[src/rtl/palette_pkg.sv]
// Shared constants, init FSM state type and optional default colour table for the palette RAM.
// Optional feature macro: PALETTE_DEFAULT_INIT_EN (per-bank default colours loaded at init).
package palette_pkg;

    localparam int unsigned SPEC_OFS = 0;
    localparam int unsigned DATA_OFS = 1;

    localparam logic [7:0]  LOCKED_RD  = 8'hFF;
    localparam logic [15:0] INIT_WHITE = 16'h7FFF;

    typedef enum logic {
        INIT = 1'b0,
        IDLE = 1'b1
    } init_state_e;

`ifdef PALETTE_DEFAULT_INIT_EN
    // Four-shade ramp repeated across every palette; bank 0 is BG, other banks use the OBJ ramp.
    function automatic logic [15:0] default_color(input int unsigned bank, input int unsigned entry);
        logic [1:0] shade;
        shade = entry[1:0];
        if (bank == 0) begin
            case (shade)
                2'd0:    default_color = 16'h6FFB;
                2'd1:    default_color = 16'h4E73;
                2'd2:    default_color = 16'h2D6B;
                default: default_color = 16'h0C63;
            endcase
        end else begin
            case (shade)
                2'd0:    default_color = 16'h7FFF;
                2'd1:    default_color = 16'h56B5;
                2'd2:    default_color = 16'h294A;
                default: default_color = 16'h0000;
            endcase
        end
    endfunction
`endif

endpackage

[src/rtl/palette_bank.sv]
// One palette bank: byte storage, spec register with auto-increment, registered PPU colour read.
// Init colour source is selected by PALETTE_DEFAULT_INIT_EN in the top level.
module palette_bank
    import palette_pkg::*;
#(
    parameter int unsigned PAL_W = 3,
    parameter int unsigned COL_W = 2
) (
    input  logic                     I_CLK,
    input  logic                     I_RESET_L,
    input  logic                     init_busy,
    input  logic                     cpu_block,
    input  logic                     spec_we,
    input  logic                     data_we,
    input  logic [7:0]               wr_data,
    input  logic [PAL_W+COL_W-1:0]   init_entry,
    input  logic [15:0]              init_color,
    input  logic [PAL_W-1:0]         pal_sel,
    input  logic [COL_W-1:0]         color_idx,
    output logic [7:0]               spec_rd_c,
    output logic [7:0]               data_rd_c,
    output logic [15:0]              ppu_color
);

    localparam int unsigned IDX_W = PAL_W + COL_W + 1;
    localparam int unsigned DEPTH = 1 << IDX_W;

    logic [7:0]       mem [DEPTH];
    logic             inc;
    logic [IDX_W-1:0] idx;

    // Spec register; the index keeps advancing on data writes even when the store is locked out.
    always_ff @(posedge I_CLK) begin
        if (!I_RESET_L) begin
            inc <= 1'b0;
            idx <= '0;
        end else if (!init_busy) begin
            if (spec_we) begin
                inc <= wr_data[7];
                idx <= wr_data[IDX_W-1:0];
            end else if (data_we && inc) begin
                idx <= IDX_W'(idx + 1'b1);
            end
        end
    end

    always_ff @(posedge I_CLK) begin
        if (init_busy) begin
            mem[{init_entry, 1'b0}] <= init_color[7:0];
            mem[{init_entry, 1'b1}] <= init_color[15:8];
        end else if (data_we && !cpu_block) begin
            mem[idx] <= wr_data;
        end
    end

    // Both bytes of the colour are read in parallel; the register captures pre-write contents.
    always_ff @(posedge I_CLK) begin
        if (!I_RESET_L) begin
            ppu_color <= '0;
        end else begin
            ppu_color <= {mem[{pal_sel, color_idx, 1'b1}], mem[{pal_sel, color_idx, 1'b0}]};
        end
    end

    always_comb begin
        spec_rd_c            = 8'hFF;
        spec_rd_c[7]         = inc;
        spec_rd_c[IDX_W-1:0] = idx;
    end

    assign data_rd_c = cpu_block ? LOCKED_RD : mem[idx];

endmodule

[src/rtl/cgb_palette_ram.sv]
// Colour GPU palette RAM: CPU spec/data register pairs per bank, post-reset initialiser, PPU lookup.
// Define PALETTE_DEFAULT_INIT_EN to initialise from the package default table instead of white.
module cgb_palette_ram
    import palette_pkg::*;
#(
    parameter int unsigned NUM_BANKS      = 2,
    parameter int unsigned PALS_PER_BANK  = 8,
    parameter int unsigned COLORS_PER_PAL = 4,
    parameter logic [15:0] BASE_ADDR      = 16'hFF68
) (
    input  logic                                          I_CLK,
    input  logic                                          I_RESET_L,
    input  logic [15:0]                                   I_MEMBUS_ADDR,
    input  logic [7:0]                                    I_DATA,
    input  logic                                          I_MEMBUS_WE_L,
    output logic [7:0]                                    O_DATA,
    output logic                                          O_IS_PAL_ADDR,
    input  logic                                          I_PPU_LOCK,
    input  logic [NUM_BANKS*$clog2(PALS_PER_BANK)-1:0]    I_PPU_PAL_SEL,
    input  logic [NUM_BANKS*$clog2(COLORS_PER_PAL)-1:0]   I_PPU_COLOR_IDX,
    output logic [NUM_BANKS*16-1:0]                       O_PPU_COLOR,
    output logic                                          O_INIT_BUSY
);

    localparam int unsigned PAL_W = $clog2(PALS_PER_BANK);
    localparam int unsigned COL_W = $clog2(COLORS_PER_PAL);
    localparam int unsigned CNT_W = PAL_W + COL_W;
    localparam int unsigned LAST  = PALS_PER_BANK * COLORS_PER_PAL - 1;

    init_state_e      state, state_nxt;
    logic [CNT_W-1:0] cnt, cnt_nxt;
    logic             we;
    logic             cpu_block;
    logic [NUM_BANKS-1:0] spec_hit, data_hit;
    logic [7:0]       spec_rd [NUM_BANKS];
    logic [7:0]       data_rd [NUM_BANKS];

    always_ff @(posedge I_CLK) begin
        if (!I_RESET_L) begin
            state <= INIT;
            cnt   <= '0;
        end else begin
            state <= state_nxt;
            cnt   <= cnt_nxt;
        end
    end

    // One colour entry per cycle across all banks, then hand the RAM to the CPU.
    always_comb begin
        state_nxt = state;
        cnt_nxt   = cnt;
        if (state == INIT) begin
            cnt_nxt = CNT_W'(cnt + 1'b1);
            if (cnt == CNT_W'(LAST)) begin
                state_nxt = IDLE;
                cnt_nxt   = '0;
            end
        end
    end

    assign O_INIT_BUSY = (state == INIT);
    assign we          = ~I_MEMBUS_WE_L;
    assign cpu_block   = I_PPU_LOCK | O_INIT_BUSY;

    for (genvar b = 0; b < NUM_BANKS; b++) begin : g_bank
        localparam logic [15:0] SPEC_ADDR = BASE_ADDR + 16'(2 * b + SPEC_OFS);
        localparam logic [15:0] DATA_ADDR = BASE_ADDR + 16'(2 * b + DATA_OFS);

        logic [15:0] init_color;

        assign spec_hit[b] = (I_MEMBUS_ADDR == SPEC_ADDR);
        assign data_hit[b] = (I_MEMBUS_ADDR == DATA_ADDR);

`ifdef PALETTE_DEFAULT_INIT_EN
        assign init_color = default_color(b, 32'(cnt));
`else
        assign init_color = INIT_WHITE;
`endif

        palette_bank #(
            .PAL_W (PAL_W),
            .COL_W (COL_W)
        ) u_bank (
            .I_CLK      (I_CLK),
            .I_RESET_L  (I_RESET_L),
            .init_busy  (O_INIT_BUSY),
            .cpu_block  (cpu_block),
            .spec_we    (we & spec_hit[b]),
            .data_we    (we & data_hit[b]),
            .wr_data    (I_DATA),
            .init_entry (cnt),
            .init_color (init_color),
            .pal_sel    (I_PPU_PAL_SEL[b*PAL_W +: PAL_W]),
            .color_idx  (I_PPU_COLOR_IDX[b*COL_W +: COL_W]),
            .spec_rd_c  (spec_rd[b]),
            .data_rd_c  (data_rd[b]),
            .ppu_color  (O_PPU_COLOR[b*16 +: 16])
        );
    end

    always_comb begin
        O_DATA        = 8'h00;
        O_IS_PAL_ADDR = 1'b0;
        for (int b = 0; b < NUM_BANKS; b++) begin
            if (spec_hit[b]) begin
                O_DATA        = spec_rd[b];
                O_IS_PAL_ADDR = 1'b1;
            end
            if (data_hit[b]) begin
                O_DATA        = data_rd[b];
                O_IS_PAL_ADDR = 1'b1;
            end
        end
    end

endmodule

[config.mk]
export PLATFORM = sky130hd
export DESIGN_NAME = cgb_palette_ram
export DESIGN_NICKNAME = d
export VERILOG_FILES = /design/src/rtl/palette_pkg.sv /design/src/rtl/palette_bank.sv /design/src/rtl/cgb_palette_ram.sv
export SDC_FILE = /design/constraint.sdc
export NUM_CORES = 2
export LEC_CHECK = 0
export ABC_CLOCK_PERIOD_IN_PS = 3600
export BUFFER_PORTS_ARGS = -buffer_cell sky130_fd_sc_hd__buf_4
export CAP_MARGIN = 40
export CORE_ASPECT_RATIO = 1.25
export CORE_MARGIN = 3
export CORE_UTILIZATION = 42
export CTS_CLUSTER_SIZE = 16
export DETAILED_ROUTE_END_ITERATION = 8
export GPL_ROUTABILITY_DRIVEN = 0
export RECOVER_POWER = 50
export SLEW_MARGIN = 0
export SYNTH_ARGS = -nofsm -noshare
export SYNTH_HDL_FRONTEND = slang
export SYNTH_SLANG_ARGS = --single-unit
[constraint.sdc]
create_clock -name I_CLK -period 3.6 [get_ports I_CLK]
set_clock_uncertainty 0.1 [all_clocks]
set_input_delay 0.18 -clock I_CLK [delete_from_list [all_inputs] [get_ports I_CLK]]
set_output_delay 0.18 -clock I_CLK [all_outputs]
set_load 0.01 [all_outputs]
# Word level (Yosys, flattened, before mapping)

Memories as Yosys holds them, arrays and structs flattened. A register that Yosys moved wholly into a read port is not among the register bits.
Index checks and enable logic that the tools add are counted.

Bits in registers: 20
RAM bits: 1,024
Input port bits: 38
Memories: 2

Memory list:

| name                 | depth | bits a word | read ports | clocked after Yosys merged registers in | wr ports | line               | RTL |
|---|---|---|---|---|---|---|---|
| g_bank[0].u_bank.mem | 64    | 8           | 3          | 3                                       | 2        | palette_bank.sv:28 | `logic [7:0] mem [DEPTH];` |
| g_bank[1].u_bank.mem | 64    | 8           | 3          | 3                                       | 2        | palette_bank.sv:28 |  |

$add $sub $neg: 3
Eq/ne operators: 5
Mux-type cells: 34
Bitwise operators: 7
Reductions and logical operators: 17

Operators with widths:

| operator                                    | count |
|---|---|
| == test 16 bit, second input constant       | 4 |
| 2-to-1 mux 8 bit                            | 8 |
| 2-to-1 mux 6 bit                            | 10 |
| OR reduction 8 bit                          | 2 |
| 2-to-1 mux 1 bit                            | 15 |
| adder 6 x 1 -> 6 bit, second input constant | 2 |
| AND reduction 2 bit                         | 4 |
| adder 5 x 1 -> 5 bit, second input constant | 1 |
| == test 5 bit, second input constant        | 1 |
| zero test 1 bit                             | 5 |
| 2-to-1 mux 5 bit                            | 1 |
| bitwise AND 1 bit                           | 4 |
| logical AND 1 bit                           | 4 |
| nonzero test 2 bit                          | 2 |
| inverter 1 bit                              | 2 |
| bitwise OR 1 bit                            | 1 |

# Depth between registers and ports, before layout

Depth after elaboration: 9
Depth in mapped cells: 11
Depth with buffers taken out: 7

# By module

From an unflattened synthesis, not the netlist that was laid out.

Cell total of the unflattened synthesis: 4,303
Area total of the unflattened synthesis: 64,375.5 µm²

Modules (own cells, without submodules):

| module          | times used | cells each | area each (µm²) | sequential area each (µm²) |
|---|---|---|---|---|
| palette_bank    | 2          | 2,112      | 31,850.5        | 15,955.3 |
| cgb_palette_ram | 1          | 79         | 674.4           | 120.1 |

# Worst setup path before layout

Ideal clock, no wire load.

Path kind: input to register
From: in I_MEMBUS_ADDR[14]
To: mem g_bank[0].u_bank.mem[32][0], enable pin
Data arrival time: 2.642 ns
Path slack: 0.474 ns
Stages: 7
Path buffers: 2
Cell sequence: nand4_1 -> or4_4 -> or3_1 -> or4b_1 -> buf_4 -> clkbuf_1 -> o21ai_0

RTL lines:

| item        | line                  | RTL |
|---|---|---|
| from (decl) | cgb_palette_ram.sv:13 | `input logic [15:0] I_MEMBUS_ADDR,` |
| to (decl)   | palette_bank.sv:28    |  |

==> metrics list <==
- Run status: finished, violations left
* Failing checks: capacitance limit, slew limit, setup timing
* Share of the clock period used by the worst path after layout: 103%
- Number of DRC violations after detailed-routing iteration 0: 5,678
- The hold violation count in the final report was 0.
- Internal power: 20.9 mW
- Hold path startpoint: I_DATA[1]
- Overall overflow remaining after global route: 0
- Initial antenna violation count: 14
- Number of enable flip-flop cells after synthesis: 1,024
* Cell Area, Placed: 62,000 µm²
* Clock network latency to the later pin of the worst-skew pair: 0.76 ns
* Routed wire length: 214,000 µm
- In this run the tightest slew margin relative to its limit is -42.3%.
* Dominant register cell in the synthesized netlist: edfxtp_1
- The synthesized netlist devotes 0.151% of its cell area to adder and majority cells.
- After detailed routing, the number of vias per cell comes to 6.55.
* Sw Pwr: 5.97 mW
* Area of all placed cells without fillers: 66,700 µm²
* Ratio of cells with drive above 1 in the final layout: 34.3%
- Leakage dissipation: 15.2 nW
- Xor and xnor fraction of the mapped netlist area: 0%
- For this run, the top clock speed supported by timing is 269 MHz.
* Number of maximum-capacitance constraint violations: 1
- Detailed placer's ending HPWL: 149,000 µm
* Final instance count without filler cells: 6,049
- Number of nets in the layout: 4,145
- Horiz. Die Dim: 339 µm
- Via count of the first global-routing pass: 38,900
- Total power of the final layout: 26.9 mW
* DIE AREA: 143,000 µm²
- The clock drives 1,088 sinks.
- Switching share of power: 22.2%
- Clock tree from TritonCTS: done
* Post-synth design cell area: 58,100 µm²
- Cell count after placement: 5,764
- Mux contribution to synthesized area: 23.9%
- Global-route wire length before repair: 302,000 µm
* Min setup slack post-route: -0.112 ns
* Dominant combinational cell family by area after synthesis: multiplexers
* Number of primary I/O pins: 80
* Number of buffers created by CTS: 113
- Fill cells in the final layout number 11,700.
- First-pass DRT Iterations: 6
* Highest fanout seen on the critical path: 8
- Of the total synthesized cell area, the portion taken by AND, OR, NAND and NOR gates is 14.2%.
* Reg power frac: 51.0%
- Post-Syn Nets: 4,060
- STA classifies the critical path startpoint as a flip-flop.
* Sequential-to-total area share from yosys stat: 55.1%
- RSZ-0062 raised after global routing: true
* Critical path capture point type: output pin
- After synthesis, the netlist uses 57 different library cells.
* Maximum level of the CTS H-tree: 3
- Global routing usage summed across all routing layers: 29.6%
* Root buffer cell: clkbuf_16
* Area growth from synthesis to layout: 14.7%
- Portion of total power attributed to combinational logic: 3.7%
- Register bit total from synthesis: 1,088
- Entering global routing, the biggest net connects 81 pins.
- Setup violations remaining at the end of the flow were counted as 34.
* Proportion of synthesized flip-flops having asynchronous set or reset: 0%
- Period minus WS final: 3.71 ns
- Source of the worst register-to-register timing path: g_bank[0].u_bank.idx[1]$_SDFFE_PN0N_
- Starting Density: 42.6%
- The cell count after synthesis came out at 4,015.
- The final number of max-transition violations came to 37.
- Remaining routing DRC violations: 0
- Chip Height: 422 µm
* Class of the most critical setup path: reg -> out
- Count of vias placed by the detailed router: 39,600
- Avg Synthesized Cell Area: 14.5 µm²
* Worst slack, placed: 0.239 ns
- Average wire per cell in the routed design: 35.4 µm
* Core area: 136,000 µm²
- The floorplan has 151 rows.
- For the worst setup path, the data required time is 3.32 ns.
- Total of warnings raised by yosys: 0
- In this run the remaining antenna-violating nets after routing total 0.
- In this run the power density over the cells is 403 nW/µm².
- In this run the deepest clock path goes through 3 buffers.
* Max VDD drop: 376 µV
- For the pin with the worst max-slew slack, the measured transition is 2.14 ns.
- Post-synthesis compound-gate area fraction: 3.24%
* CP arrival: 3.43 ns
- The clock network burns 45.3% of the power.
* Reg clk slew, reported paths: 0.07 ns
- The tightest min-delay check is of the in -> reg type.
- During placement, the flow inserted port buffers numbering 79.
-- cell usage in the layout, fill, tap and decap left out, drive strengths merged, types with 8 or more instances in the layout --
cell type | synthesis | routed
nor3b | 8 | 8
o22ai | 11 | 11
o21ai | 107 | 107
diode | 0 | 15
mux4 | 552 | 552
clkbuf | 381 | 230
inv | 10 | 11
nor4 | 9 | 9
dlygate4sd3 | 0 | 12
bufinv | 0 | 15
nand2 | 164 | 164
or3 | 676 | 676
mux2i | 139 | 139
nand3b | 10 | 10
dfxtp | 64 | 64
nand2b | 8 | 8
edfxtp | 1024 | 1024
or2 | 278 | 278
clkinvlp | 0 | 9
a22oi | 83 | 83
nor2b | 21 | 21
nand3 | 55 | 55
nor2 | 101 | 101
nor3 | 65 | 65
and2 | 9 | 9
a21oi | 37 | 37
clkinv | 0 | 58
o31ai | 12 | 12
buf | 98 | 335
a31oi | 23 | 23
-- per-stage QoR --
stage,TNS [ns],utilization [%],hold slack (ns)
global placement,-0.0957,45.3,0.419
floorplan,0,-,0.213
CTS,-0.0939,48.9,0.0661
detailed placement,0,45.4,0.418
global route,-8.25,48.8,0.124
finish,-1.23,48.9,0.105
-- logic make-up (layout without fill, tap and decap cells) --
group | Yosys count | in the layout
AO/OA/AOI/OAI | 300 | 300
other | 0 | 15
multiplexers | 698 | 698
flip-flops | 1088 | 1088
adder cells (fa/ha/maj) | 7 | 7
buffers and inverters | 489 | 672
AND/OR/NAND/NOR | 1433 | 1433
-- final cells by class --
class / instances / area (µm²) / share of cell area (%)
Sequential cell: 1088 / 32000 / 48.1
Multi-Input combinational cell: 2438 / 24600 / 36.9
Timing Repair Buffer: 449 / 3900 / 5.85
Clock buffer: 130 / 2930 / 4.40
Tap cell: 1836 / 2300 / 3.45
Clock inverter: 83 / 840 / 1.26
Inverter: 10 / 38.8 / 0.0582
Antenna cell: 15 / 37.5 / 0.0563
-- timing repair --
action                                 CTS  global route
buffers inserted                        24            16
pin swaps                                9            16
endpoints found under the hold margin  111             0
hold buffers                            12             0
gates cloned                             6             1
setup endpoints to repair                8             8
gates resized for setup                 90            33
-- power by group through the flow --
stage	Clock [mW]	Combinational (mW)	Sequential, mW
after CTS	12.3	0.992	13.7
after detailed placement	0	0.980	14.0
after global placement	0	0.956	14.0
after floorplan	0	0.532	14.0
after global routing	12.7	1.02	13.7
final	12.2	0.983	13.7
-- path summary, 6_finish.rpt --
path	endpoint	slack (ns)	cells after the start
max	O_DATA[6]	-0.11	9
min	g_bank[0].u_bank.mem[43][1]$_SDFFCE_PN1P_	0.11	2
max reg2reg	g_bank[0].u_bank.mem[5][0]$_SDFFCE_PN1P_	-0.07	4
min reg2reg	g_bank[1].u_bank.inc$_SDFFE_PN0P_	0.44	2
-- layer usage --
metal / vias up / track usage [%] / share of wire, % / routed length, µm
li1: 16200 / - / - / -
met1: 20400 / 36.5 / 36 / 76200
met2: 2460 / 48.6 / 48 / 103000
met3: 547 / 5.83 / 9.2 / 19600
met4: 8 / 17.3 / 7.0 / 15000
met5: - / 0 / 0.024 / 52
-- sequential cells by signal, indices dropped and copies added, names as in the netlist, named ones only --
name,flops
g_bank.u_bank.ppu_color,32
g_bank.u_bank.mem,1024
g_bank.u_bank.idx,12
state,1
cnt,5
g_bank.u_bank.inc,2
-- cells in the mapped netlist, types with 21 or more instances --
cell / instances / area, µm²
a21oi_1: 37 / 185
a22oi_1: 83 / 623
a31oi_1: 23 / 144
buf_1: 49 / 184
buf_2: 36 / 180
clkbuf_1: 381 / 1430
dfxtp_1: 64 / 1280
edfxtp_1: 1024 / 30700
mux2i_1: 139 / 1390
mux4_2: 552 / 12400
nand2_1: 164 / 616
nand3_1: 55 / 275
nor2_1: 101 / 379
nor2b_1: 21 / 131
nor3_1: 62 / 310
o21ai_0: 107 / 536
or2_2: 277 / 1730
or3_1: 676 / 4230
-- worst max-delay path, cell delays in order, from the launching register on --
cell       delay, ns
dfxtp_4         0.44
buf_16          0.17
mux4_2          0.53
mux4_2          0.50
nand2_2         0.10
a21oi_4         0.08
a311oi_2        0.35
buf_4           0.24
a2111oi_4       0.07
buf_4           0.18
Note: power is estimated with default switching activity, not from simulation.
